<file path="config.mk">
export PLATFORM = sky130hd
export DESIGN_NAME = simplex_pivot_sel
export DESIGN_NICKNAME = d
export VERILOG_FILES = /design/src/rtl/simplex_pivot_sel.sv
export SDC_FILE = /design/constraint.sdc
export NUM_CORES = 1
export LEC_CHECK = 0
export ABC_AREA = 1
export CAP_MARGIN = 20
export CORE_ASPECT_RATIO = 1.1
export CORE_UTILIZATION = 50
export CTS_BUF_LIST = sky130_fd_sc_hd__clkbuf_16
export DETAILED_ROUTE_END_ITERATION = 10
export MAX_ROUTING_LAYER = met4
export PLACE_DENSITY = 0.77
export SYNTH_ARGS = -nofsm -noshare
export SYNTH_HDL_FRONTEND = slang
export SYNTH_SLANG_ARGS = --single-unit
</file>
<file path="constraint.sdc">
create_clock -name clk_i -period 2.05 [get_ports clk_i]
set_input_delay 0.41 -clock clk_i [delete_from_list [all_inputs] [get_ports clk_i]]
set_output_delay 0.41 -clock clk_i [all_outputs]
set_load 0.02 [all_outputs]
</file>
<file path="src/rtl/simplex_pivot_sel.sv">
// simplex_pivot_sel: picks the entering column (most negative objective entry) and then the
// leaving row by minimum-ratio test over an external IEEE-754 tableau, using a shared divider.
module simplex_pivot_sel #(
  parameter int unsigned EXP_W    = 8,
  parameter int unsigned MAN_W    = 23,
  parameter int unsigned NROWSMAX = 8,
  parameter int unsigned NCOLSMAX = 16,
  localparam int unsigned DATA_WIDTH = 1 + EXP_W + MAN_W,
  localparam int unsigned RW         = $clog2(NROWSMAX + 1),
  localparam int unsigned CW         = $clog2(NCOLSMAX),
  localparam int unsigned NCW        = $clog2(NCOLSMAX + 1)
) (
  input  logic                  clk_i,
  input  logic                  rstn_i,
  input  logic                  start_i,
  input  logic [RW-1:0]         nrows_i,
  input  logic [NCW-1:0]        ncols_i,
  output logic                  rd_en_o,
  output logic [RW-1:0]         rd_row_o,
  output logic [CW-1:0]         rd_col_o,
  input  logic [DATA_WIDTH-1:0] rd_data_i,
  output logic                  div_req_o,
  output logic [DATA_WIDTH-1:0] div_a_o,
  output logic [DATA_WIDTH-1:0] div_b_o,
  input  logic                  div_ack_i,
  input  logic [DATA_WIDTH-1:0] div_q_i,
  output logic                  busy_o,
  output logic                  done_o,
  output logic [1:0]            status_o,
  output logic [RW-1:0]         pivot_row_o,
  output logic [CW-1:0]         pivot_col_o
);

  localparam logic [1:0] StatPivot     = 2'd0;
  localparam logic [1:0] StatOptimal   = 2'd1;
  localparam logic [1:0] StatUnbounded = 2'd2;
  localparam logic [1:0] StatBadDim    = 2'd3;

  localparam logic [DATA_WIDTH-1:0] SignBit = {1'b1, {(DATA_WIDTH-1){1'b0}}};

  typedef enum logic [3:0] {
    StIdle, StCscan, StClast, StRrda, StRrdb, StRchk, StRdiv, StRnxt, StDone
  } state_e;

  // Unsigned-comparable key; both zeros share one key so -0 and +0 compare equal.
  function automatic logic [DATA_WIDTH-1:0] sort_key(input logic [DATA_WIDTH-1:0] x);
    logic [DATA_WIDTH-1:0] k;
    if (x[DATA_WIDTH-2:0] == '0)  k = SignBit;
    else if (x[DATA_WIDTH-1])     k = ~x;
    else                          k = x ^ SignBit;
    return k;
  endfunction

  function automatic logic is_neg(input logic [DATA_WIDTH-1:0] x);
    return x[DATA_WIDTH-1] && (x[DATA_WIDTH-2:0] != '0);
  endfunction

  function automatic logic is_pos(input logic [DATA_WIDTH-1:0] x);
    return !x[DATA_WIDTH-1] && (x[DATA_WIDTH-2:0] != '0);
  endfunction

  state_e                state_q;
  logic [RW-1:0]         nrows_q, rd_row_q, best_row_q, pivot_row_q;
  logic [NCW-1:0]        ncols_q;
  logic [CW-1:0]         rd_col_q, cmp_col_q, best_col_q, pivot_col_q;
  logic                  rd_en_q, cmp_vld_q, cfound_q, rfound_q;
  logic                  div_req_q, busy_q, done_q;
  logic [DATA_WIDTH-1:0] ckey_q, rkey_q, a_q, div_a_q, div_b_q;
  logic [1:0]            status_q;

  logic          bad_dim, col_take, q_take, a_pos, last_scan, last_row, advance;
  logic [CW-1:0] col_final;

  assign bad_dim   = (nrows_i == '0) || (32'(nrows_i) > NROWSMAX) ||
                     (ncols_i < NCW'(2)) || (32'(ncols_i) > NCOLSMAX);
  // Strict less-than keeps the lowest index on ties.
  assign col_take  = is_neg(rd_data_i) && (!cfound_q || (sort_key(rd_data_i) < ckey_q));
  assign col_final = col_take ? cmp_col_q : best_col_q;
  assign q_take    = !rfound_q || (sort_key(div_q_i) < rkey_q);
  assign a_pos     = is_pos(a_q);
  assign last_scan = (NCW'(rd_col_q) == ncols_q - NCW'(2));
  assign last_row  = (rd_row_q == nrows_q - RW'(1));
  assign advance   = ((state_q == StRchk) && !a_pos) || (state_q == StRnxt);

  // Control FSM with registered outputs; async reset withdraws read and divide requests.
  always_ff @(posedge clk_i or negedge rstn_i) begin
    if (!rstn_i) begin
      state_q     <= StIdle;
      nrows_q     <= '0;
      ncols_q     <= '0;
      rd_en_q     <= 1'b0;
      rd_row_q    <= '0;
      rd_col_q    <= '0;
      cmp_vld_q   <= 1'b0;
      cmp_col_q   <= '0;
      cfound_q    <= 1'b0;
      ckey_q      <= '0;
      best_col_q  <= '0;
      a_q         <= '0;
      div_req_q   <= 1'b0;
      div_a_q     <= '0;
      div_b_q     <= '0;
      rfound_q    <= 1'b0;
      rkey_q      <= '0;
      best_row_q  <= '0;
      busy_q      <= 1'b0;
      done_q      <= 1'b0;
      status_q    <= '0;
      pivot_row_q <= '0;
      pivot_col_q <= '0;
    end else begin
      done_q <= 1'b0;
      unique case (state_q)
        StIdle: begin
          if (start_i) begin
            nrows_q <= nrows_i;
            ncols_q <= ncols_i;
            if (bad_dim) begin
              status_q    <= StatBadDim;
              pivot_row_q <= '0;
              pivot_col_q <= '0;
              done_q      <= 1'b1;
              state_q     <= StDone;
            end else begin
              busy_q    <= 1'b1;
              rd_en_q   <= 1'b1;
              rd_row_q  <= nrows_i;
              rd_col_q  <= '0;
              cmp_vld_q <= 1'b0;
              cfound_q  <= 1'b0;
              state_q   <= StCscan;
            end
          end
        end
        StCscan: begin
          if (cmp_vld_q && col_take) begin
            cfound_q   <= 1'b1;
            ckey_q     <= sort_key(rd_data_i);
            best_col_q <= cmp_col_q;
          end
          cmp_vld_q <= 1'b1;
          cmp_col_q <= rd_col_q;
          if (last_scan) begin
            rd_en_q <= 1'b0;
            state_q <= StClast;
          end else begin
            rd_col_q <= rd_col_q + CW'(1);
          end
        end
        StClast: begin
          if (!(cfound_q || col_take)) begin
            status_q    <= StatOptimal;
            pivot_row_q <= '0;
            pivot_col_q <= '0;
            busy_q      <= 1'b0;
            done_q      <= 1'b1;
            state_q     <= StDone;
          end else begin
            best_col_q <= col_final;
            rd_en_q    <= 1'b1;
            rd_row_q   <= '0;
            rd_col_q   <= col_final;
            rfound_q   <= 1'b0;
            state_q    <= StRrda;
          end
        end
        StRrda: begin
          rd_col_q <= CW'(ncols_q - NCW'(1));
          state_q  <= StRrdb;
        end
        StRrdb: begin
          rd_en_q <= 1'b0;
          a_q     <= rd_data_i;
          state_q <= StRchk;
        end
        StRchk: begin
          if (a_pos) begin
            div_req_q <= 1'b1;
            div_a_q   <= rd_data_i;
            div_b_q   <= a_q;
            state_q   <= StRdiv;
          end
        end
        StRdiv: begin
          if (div_ack_i) begin
            div_req_q <= 1'b0;
            if (q_take) begin
              rfound_q   <= 1'b1;
              rkey_q     <= sort_key(div_q_i);
              best_row_q <= rd_row_q;
            end
            state_q <= StRnxt;
          end
        end
        StRnxt: ;
        StDone:  state_q <= StIdle;
        default: state_q <= StIdle;
      endcase

      // Shared row-advance path for skipped rows and finished divides.
      if (advance) begin
        if (last_row) begin
          status_q    <= rfound_q ? StatPivot : StatUnbounded;
          pivot_row_q <= rfound_q ? best_row_q : '0;
          pivot_col_q <= best_col_q;
          busy_q      <= 1'b0;
          done_q      <= 1'b1;
          state_q     <= StDone;
        end else begin
          rd_row_q <= rd_row_q + RW'(1);
          rd_col_q <= best_col_q;
          rd_en_q  <= 1'b1;
          state_q  <= StRrda;
        end
      end
    end
  end

  assign rd_en_o     = rd_en_q;
  assign rd_row_o    = rd_row_q;
  assign rd_col_o    = rd_col_q;
  assign div_req_o   = div_req_q;
  assign div_a_o     = div_a_q;
  assign div_b_o     = div_b_q;
  assign busy_o      = busy_q;
  assign done_o      = done_q;
  assign status_o    = status_q;
  assign pivot_row_o = pivot_row_q;
  assign pivot_col_o = pivot_col_q;

endmodule
</file>
==> results.py, run 1 <==
metrics = {
    "synthesis": {
        "synth_simple_gate_area_share_pct": 23.4,
        "synth-seq-area-share_pct": 46.6,
        "netlist_instances": 1426,
        "syn_area_mm2": 0.0113,
        "avgSynthCellArea_um2": 7.91,
        "synth_common_cells": "nand2_1 (448), dfrtp_1 (210), inv_1 (158)",
        "yosys.cell_count.top_type": "nand2_1",
        "synth.distinct_cells": 41,
        "synth_top_family_by_area": "simple AND/OR/NAND/NOR gates",
        "synth_edf_count": 0,
        "synth_compound_area_share_pct": 11.2,
        "ys.flop_type": "dfrtp_1",
        "synth_xor_area_share_pct": 3.65,
        "yosysTopAreaCell": "dfrtp_1",
        "async_flop_share_pct": 100,
        "yosys_warnings": 0,
        "synth_fa_ha_area_share_pct": 7.54,
        "synth.area.mux_share_pct": 0,
        "synth_seq_cells": 210,
        "synth_top_area_share_pct": 46.6,
        "yosys-top-cells-area": "dfrtp_1 (47%), nand2_1 (15%), ha_1 (7.5%)",
        "syn-num-nets": 1571,
    },
    "run_status": {
        "error": "[ERROR GRT-0232] Routing congestion too high. Check the congestion heatmap in the GUI.",
        "status": "stopped before the end",
        "lastStage": "5_1_grt",
    },
    "placement": {
        "gp_congestion": 0.914,
        "dp_cells": 2110,
        "io_buffers": 162,
        "dpl.hpwl_mm": 24.1,
    },
    "timing": {
        "crit_endpoint": "best_row_q[1]$_DFFE_PN0P_/D",
        "worst_endpoint_kind": "register input",
    },
    "clock_tree": {
        "cts_buffers": 23,
        "clockBufferDepth": 3,
        "clock_sinks": 210,
        "htree_num_levels": 1,
        "root_buffer": "clkbuf_16",
    },
    "floorplan": {
        "die_h_um": 160,
        "start_util_pct": 51.0,
        "die_x_um": 145,
        "ios": 163,
        "rows": 57,
    },
    "global_routing": {
        "overflow": 14,
        "track_usage_pct": 75.1,
        "grt_max_degree": 59,
        "antenna_found_initial": 9,
    },
}
[through the flow]
stage | TNS (ns) | util [%] | worst slack, ns | hold slack [ns] | area [µm²]
floorplan | -52.85 | - | -0.709 | 0.114 | 11500
detailed placement | -147.33 | 70.5 | -1.68 | 0.434 | 15600
global placement | -137.48 | 70.5 | -1.59 | 0.435 | 15600
CTS | -54.92 | 83.6 | -0.766 | 0.313 | 18500
[layer usage]
layer  overflow  track usage (%)
met5          -                -
met2          5             92.3
met3          0             53.5
met1          0             73.9
met4          9             76.5
[timing repair]
action                                 in CTS
gates resized for setup                   514
setup buffers                              50
cloned                                     29
setup endpoints to repair                 132
endpoints found under the hold margin      52
pin swaps                                  82
hold buffers                                1
[cell families after synthesis]
group,Yosys count
simple gates,647
compound gates,234
buf+inv,220
flops,210
fa+ha+maj,68
xor+xnor,47
==> run 2: changes to the inputs <==
Settings changed: CORE_ASPECT_RATIO 1.1 to default, CORE_UTILIZATION 50 to 40, CTS_BUF_LIST sky130_fd_sc_hd__clkbuf_16 to default, MAX_ROUTING_LAYER met4 to default, PLACE_DENSITY 0.77 to default, PLACE_DENSITY_LB_ADDON from default to 0.15.
Clock period 2.05 ns to 2.65 ns, I/O delays scaled along.
==> run 2 against run 1 <==
Net effect:
- the flow now finishes, with violations (setup timing)
- synthesized cell count is the same
- synthesized area is the same
==> results.py, run 2 <==
metrics = {
    "run_status": {
        "status": "finished, violations left",
        "violations": "setup timing",
    },
    "synthesis": {
        "syn_area_mm2": 0.0113,
        "yosysTopAreaCell": "dfrtp_1",
        "synth_seq_cells": 210,
        "yosys-top-cells-area": "dfrtp_1 (47%), nand2_1 (15%), ha_1 (7.5%)",
        "syn-num-nets": 1571,
        "synth_edf_count": 0,
        "async_flop_share_pct": 100,
        "yosys_warnings": 0,
        "ys.flop_type": "dfrtp_1",
        "synth-seq-area-share_pct": 46.6,
        "netlist_instances": 1426,
        "synth_common_cells": "nand2_1 (448), dfrtp_1 (210), inv_1 (158)",
        "yosys.cell_count.top_type": "nand2_1",
        "synth.distinct_cells": 41,
        "synth_top_area_share_pct": 46.6,
        "avgSynthCellArea_um2": 7.91,
    },
    "critical_path": {
        "critical_path_class": "in -> reg",
        "reg2reg_from": "rkey_q[11]",
        "regToRegSetupSlack_ns": 0.24,
        "worstReg2RegEnd": "rkey_q[17]",
        "rr_worst_depth": 16,
        "cp_max_fo": 6,
        "cp-start-kind": "input pin",
        "endpoint_kind": "flop",
        "cp.required_ns": 3.05,
        "cp.arrival_ns": 3.51,
    },
    "timing": {
        "max_slew_margin_pct": 48.7,
        "final-hold-violation-count": 0,
        "layout_min_cycle_time_ns": 3.11,
        "rsz0062_at_grt": "yes",
        "finalSetupViolations": 76,
        "worst_slack_ns": -0.460,
        "drv_slew": 0,
        "skew_ns": 0.0101,
        "tightest_slew_ns": 0.770,
        "final_min_period_over_clock_period_pct": 117,
        "clock.fmax_mhz": 322,
    },
    "routing": {
        "vias": 10934,
        "drtIter0Drc": 731,
        "drc": 0,
        "vias_per_cell": 4.94,
        "wl_per_cell_um": 16.0,
        "ant_nets": 0,
        "routed_wl_mm": 35.5,
        "first_pass_iters": 5,
    },
    "finish": {
        "layout.cells.non_filler": 2215,
        "nets": 1965,
        "final_cell_area_mm2": 0.0177,
        "layout_common_cells": "nand2_1 (355), dfrtp_1 (210), buf_4 (207), inv_1 (154), o21ai_0 (101)",
        "area_delta_synth_final_pct": 57.2,
        "diodes": 0,
        "final_common_cell": "nand2_1",
        "drive_gt1_share_pct": 33.1,
    },
    "global_routing": {
        "grt_pass1_vias": 10880,
        "grt_max_degree": 98,
        "grt_first_pass_wirelength_mm": 56.2,
        "track_usage_pct": 24.4,
        "antenna_found_initial": 0,
        "overflow": 0,
    },
    "clock_tree": {
        "clock_sinks": 210,
        "path_clk_slew_ns": 0.06,
        "cts_tree": "yes",
        "htree_num_levels": 1,
        "hold_buffers": 0,
        "clockBufferDepth": 3,
        "cts_buffers": 24,
        "root_buffer": "clkbuf_16",
        "worstSkewPairLatency_ns": 0.52,
    },
    "pwr": {
        "p_leak_nw": 8.69,
        "max-vdd-ir-drop_uv": 581,
        "p_per_area_mw_per_mm2": 898,
    },
    "floorplan": {
        "core-area_mm2": 0.0278,
        "die_x_um": 170,
        "ios": 163,
        "die_h_um": 170,
        "die-area_mm2": 0.0289,
        "start_util_pct": 40.6,
        "rows": 61,
    },
    "placement": {
        "dp_cells": 2115,
        "place_area_mm2": 0.0150,
        "dp_worst_setup_slack_ns": -1.29,
        "dpl.hpwl_mm": 23.1,
        "io_buffers": 162,
        "gp_congestion": 0.853,
    },
    "job": {
        "max_cap_violations": 0,
    },
    "hold_path": {
        "hold_class": "in -> async",
    },
}
==> run 2: cell counts after synthesis <==
Identical to the previous run, type by type.
==> run 2: power by group <==
part / internal, mW / total [mW] / leakage (nW) / switching, mW
logic: 3.32 / 7.19 / 5.71 / 3.87
clock network: 2.03 / 3.39 / 0.398 / 1.35
registers: 4.44 / 5.34 / 2.58 / 0.903
total: 9.79 / 15.9 / 8.69 / 6.12
==> run 2: timing repair <==
action / in CTS / in global routing
cloned: 14 / 2
endpoints found under the setup margin: 84 / 82
pin swaps: 83 / 78
buffers inserted: 41 / 11
gates resized for setup: 442 / 166
==> run 2: logic make-up after synthesis <==
group / after synthesis / share of synthesized area, %
xor+xnor: 47 / 3.65
simple gates: 647 / 23.4
fa+ha+maj: 68 / 7.54
flops: 210 / 46.6
compound gates: 234 / 11.2
buf+inv: 220 / 7.63
==> run 2: worst max-delay path: stages <==
cell and delay [ns]:
clkdlybuf4s15_2 0.21, nor4_4 0.20, nand4_1 0.22, nor2_4 0.24, buf_6 0.12, buf_6 0.16, nor2_4 0.06, ha_4 0.22
nand2_2 0.06, inv_2 0.06, nand2_2 0.08, a31oi_2 0.09, a2111oi_2 0.38, nand2_1 0.16, nand2_1 0.10, nand2_2 0.06
nand2_4 0.07, nand2_4 0.07, buf_12 0.15, buf_16 0.14, nand2_4 0.05, nand2_2 0.05
==> run 2: final cells by class <==
class	instances	area, µm²
clock buffers	33	696
multi-input cells	996	6430
fillers	2245	10000
well taps	378	473
inverters	163	622
repair buffers	425	4150
clock inverters	10	110
flip-flops and latches	210	5260
==> run 2: stage by stage <==
stage | util [%] | power [mW] | hold slack [ns] | TNS, ns
global placement | 54.1 | 11.1 | 0.448 | -102.24
global route | 63.8 | 17.1 | 0.131 | -30.26
CTS | 62.0 | 15.6 | 0.105 | -13.97
finish | 63.8 | 15.9 | 0.0436 | -21.48
floorplan | - | 8.80 | 0.234 | -15.41
detailed placement | 54.1 | 11.2 | 0.456 | -104.33
==> run 2: worst max-delay path by stage <==
stage                    endpoint  slack, ns        start  cells past startpoint
floorplan           best_row_q[0]      -0.23  div_q_i[16]                     17
finish                 rkey_q[17]      -0.46  div_q_i[18]                     22
detailed placement      rkey_q[6]      -1.29   div_q_i[7]                     20
CTS                    rkey_q[22]      -0.25   div_q_i[2]                     23
global route           rkey_q[17]      -0.56  div_q_i[12]                     22
global placement        rkey_q[5]      -1.25   div_q_i[7]                     18
==> run 2: routing by layer <==
layer  up-vias  GRT usage, %  share of wire, %
li1       5409             -                 -
met4         0          7.99               2.7
met2       268          39.5                47
met1      5190          33.8                46
met3        67          3.07               4.5
met5         -             0                 0
No activity file was read; power rests on OpenSTA's default activity.
==> run 3: changes to the inputs <==
Settings changed: TNS_END_PERCENT from default to 50.
==> run 3 against run 2 <==
Net effect:
- the flow still finishes with violations (setup timing)
- wire length shrank 3.7%
- core utilization shrank 0.67 points
- final cell count is essentially flat
- worst hold slack gained 0.40 ns
- sequential power is essentially flat
- clock skew grew 0.0045 ns
- register-to-register slack gained 0.05 ns
- setup slack gained 0.21 ns
- sequential share of layout area grew 0.31 points
- via count shrank 0.91%
- critical path depth is the same
- global-route usage shrank 1.5 points
==> results.py, run 3 (synthesized netlist as in run 2, its figures left out) <==
metrics = {
    "critical_path": {
        "cp.arrival_ns": 3.30,
        "worstReg2RegEnd": "best_col_q[0]",
        "cp-start-kind": "input pin",
        "cp-startpoint": "div_q_i[27]",
        "reg2reg_from": "ckey_q[14]",
        "regToRegSetupSlack_ns": 0.29,
        "rr_worst_depth": 16,
        "cp_max_fo": 8,
        "critical_path_class": "in -> reg",
        "cp.required_ns": 3.05,
        "endpoint_kind": "flop",
    },
    "timing": {
        "skew_ns": 0.0146,
        "clock.fmax_mhz": 345,
        "worst_slack_ns": -0.248,
        "final_min_period_over_clock_period_pct": 109,
        "finalSetupViolations": 78,
        "rsz0062_at_grt": "yes",
        "drv_slew": 0,
        "layout_min_cycle_time_ns": 2.90,
        "max_slew_margin_pct": 54.4,
        "final-hold-violation-count": 0,
        "tightest_slew_ns": 0.681,
    },
    "finish": {
        "drive_gt1_share_pct": 32.3,
        "nets": 1963,
        "final_common_cell": "nand2_1",
        "area_delta_synth_final_pct": 55.5,
        "layout_common_cells": "nand2_1 (357), buf_4 (211), dfrtp_1 (210), inv_1 (153), o21ai_0 (102)",
        "diodes": 0,
        "layout.cells.non_filler": 2214,
        "final_core_util_pct": 63.2,
    },
    "run_status": {
        "status": "finished, violations left",
        "violations": "setup timing",
    },
    "floorplan": {
        "core-area_mm2": 0.0278,
        "rows": 61,
        "die_x_um": 170,
        "ios": 163,
        "start_util_pct": 40.6,
        "die-area_mm2": 0.0289,
        "die_h_um": 170,
    },
    "routing": {
        "routed_wl_mm": 34.2,
        "drc": 0,
        "vias": 10835,
        "ant_nets": 0,
        "first_pass_iters": 5,
        "drtIter0Drc": 614,
        "vias_per_cell": 4.89,
        "wl_per_cell_um": 15.4,
    },
    "clock_tree": {
        "root_buffer": "clkbuf_16",
        "htree_num_levels": 1,
        "clock_sinks": 210,
        "path_clk_slew_ns": 0.06,
        "cts_tree": "yes",
        "clockBufferDepth": 3,
        "cts_buffers": 25,
        "worstSkewPairLatency_ns": 0.52,
    },
    "global_routing": {
        "use_met1_pct": 33.2,
        "grt_use_met3_pct": 2.84,
        "grt_pass1_vias": 10480,
        "busiest_layer": "met2",
        "grt_first_pass_wirelength_mm": 53.4,
        "grt_use_met2_pct": 36.3,
        "overflow": 0,
        "antenna_found_initial": 0,
        "track_usage_pct": 22.9,
        "grt_max_degree": 65,
    },
    "placement": {
        "gp_congestion": 0.870,
        "io_buffers": 162,
        "dpl.hpwl_mm": 22.9,
        "dp_cells": 2117,
        "dp_worst_setup_slack_ns": -1.20,
    },
    "hold_path": {
        "hold_class": "in -> reg",
        "min_delay_worst_endpoint": "div_a_o[0]",
        "min_path_cells": 4,
        "min-delay-start": "rd_data_i[0]",
    },
    "job": {
        "max_cap_violations": 0,
    },
    "pwr": {
        "p_total_mw": 15.9,
        "max-vdd-ir-drop_uv": 484,
        "p_per_area_mw_per_mm2": 904,
        "p_leak_nw": 8.55,
    },
}
[run 3: cell count changes in the layout (fill, tap and decap cells not counted), moves of 5 or more]
cell / delta
o21ai_2: -5
buf_12: -14
nand2_4: -5
dlygate4sd2_1: +5
buf_6: -9
clkbuf_2: +7
[run 3: layer usage]
metal  part of all wire [%]  vias to the layer above  routed length (µm)
li1                       -                     5402                   -
met1                     47                     5130               16200
met2                     46                      256               15800
met3                    4.6                       47                1590
met4                    2.0                        0                 667
met5                      0                        -                   0
[run 3: worst max-delay path, stage by stage]
cell and delay [ns]:
buf_8 0.10, nor4_4 0.24, buf_4 0.15, nand4_1 0.14, nor2_4 0.16, buf_12 0.15
buf_6 0.10, nor2_4 0.04, ha_4 0.23, nand2_4 0.08, inv_4 0.05, nand3_4 0.07
a31oi_4 0.10, a2111oi_4 0.35, nand2_2 0.12, nand2_2 0.08, nand2_2 0.06, nand2_4 0.11
nand2_8 0.12, buf_12 0.21, nand2_4 0.06, nand2_2 0.04
[run 3: report_power, final]
group	switching (mW)	internal, mW
Combinational	3.84	3.25
Clock	1.36	2.08
Sequential	0.911	4.44
Total	6.11	9.76
[run 3: worst max path at each step]
stage,endpoint,cells past startpoint
after floorplan,best_row_q[0],17
after global placement,ckey_q[6],22
after detailed placement,rkey_q[9],21
after CTS,rkey_q[22],20
after global routing,rkey_q[21],21
final,rkey_q[1],22
[run 3: metrics by stage]
stage               cell area [µm²]  TNS, ns  hold WS [ns]
floorplan                     11500   -14.58         0.234
global placement              15000   -93.16         0.453
detailed placement            15000   -97.10         0.457
CTS                           16600   -12.99         0.401
global route                  17500   -23.29         0.440
finish                        17500   -14.13         0.440
[run 3: layout make-up]
class,count,area [µm²]
fill,2293,10200
multi-input combinational,996,6440
sequential,210,5260
timing repair buffer,421,3920
clock buffer,35,713
inverter,163,627
tap,378,473
clock inverter,10,116
timing repair inverter,1,11.3
[run 3: timing repair]
action / in CTS / in global routing
setup endpoints to repair: 83 / 83
pin swaps: 80 / 102
hold buffers: 1 / 0
cloned: 7 / 4
endpoints found under the hold margin: 38 / 0
resized for setup: 343 / 219
setup buffers: 28 / 18
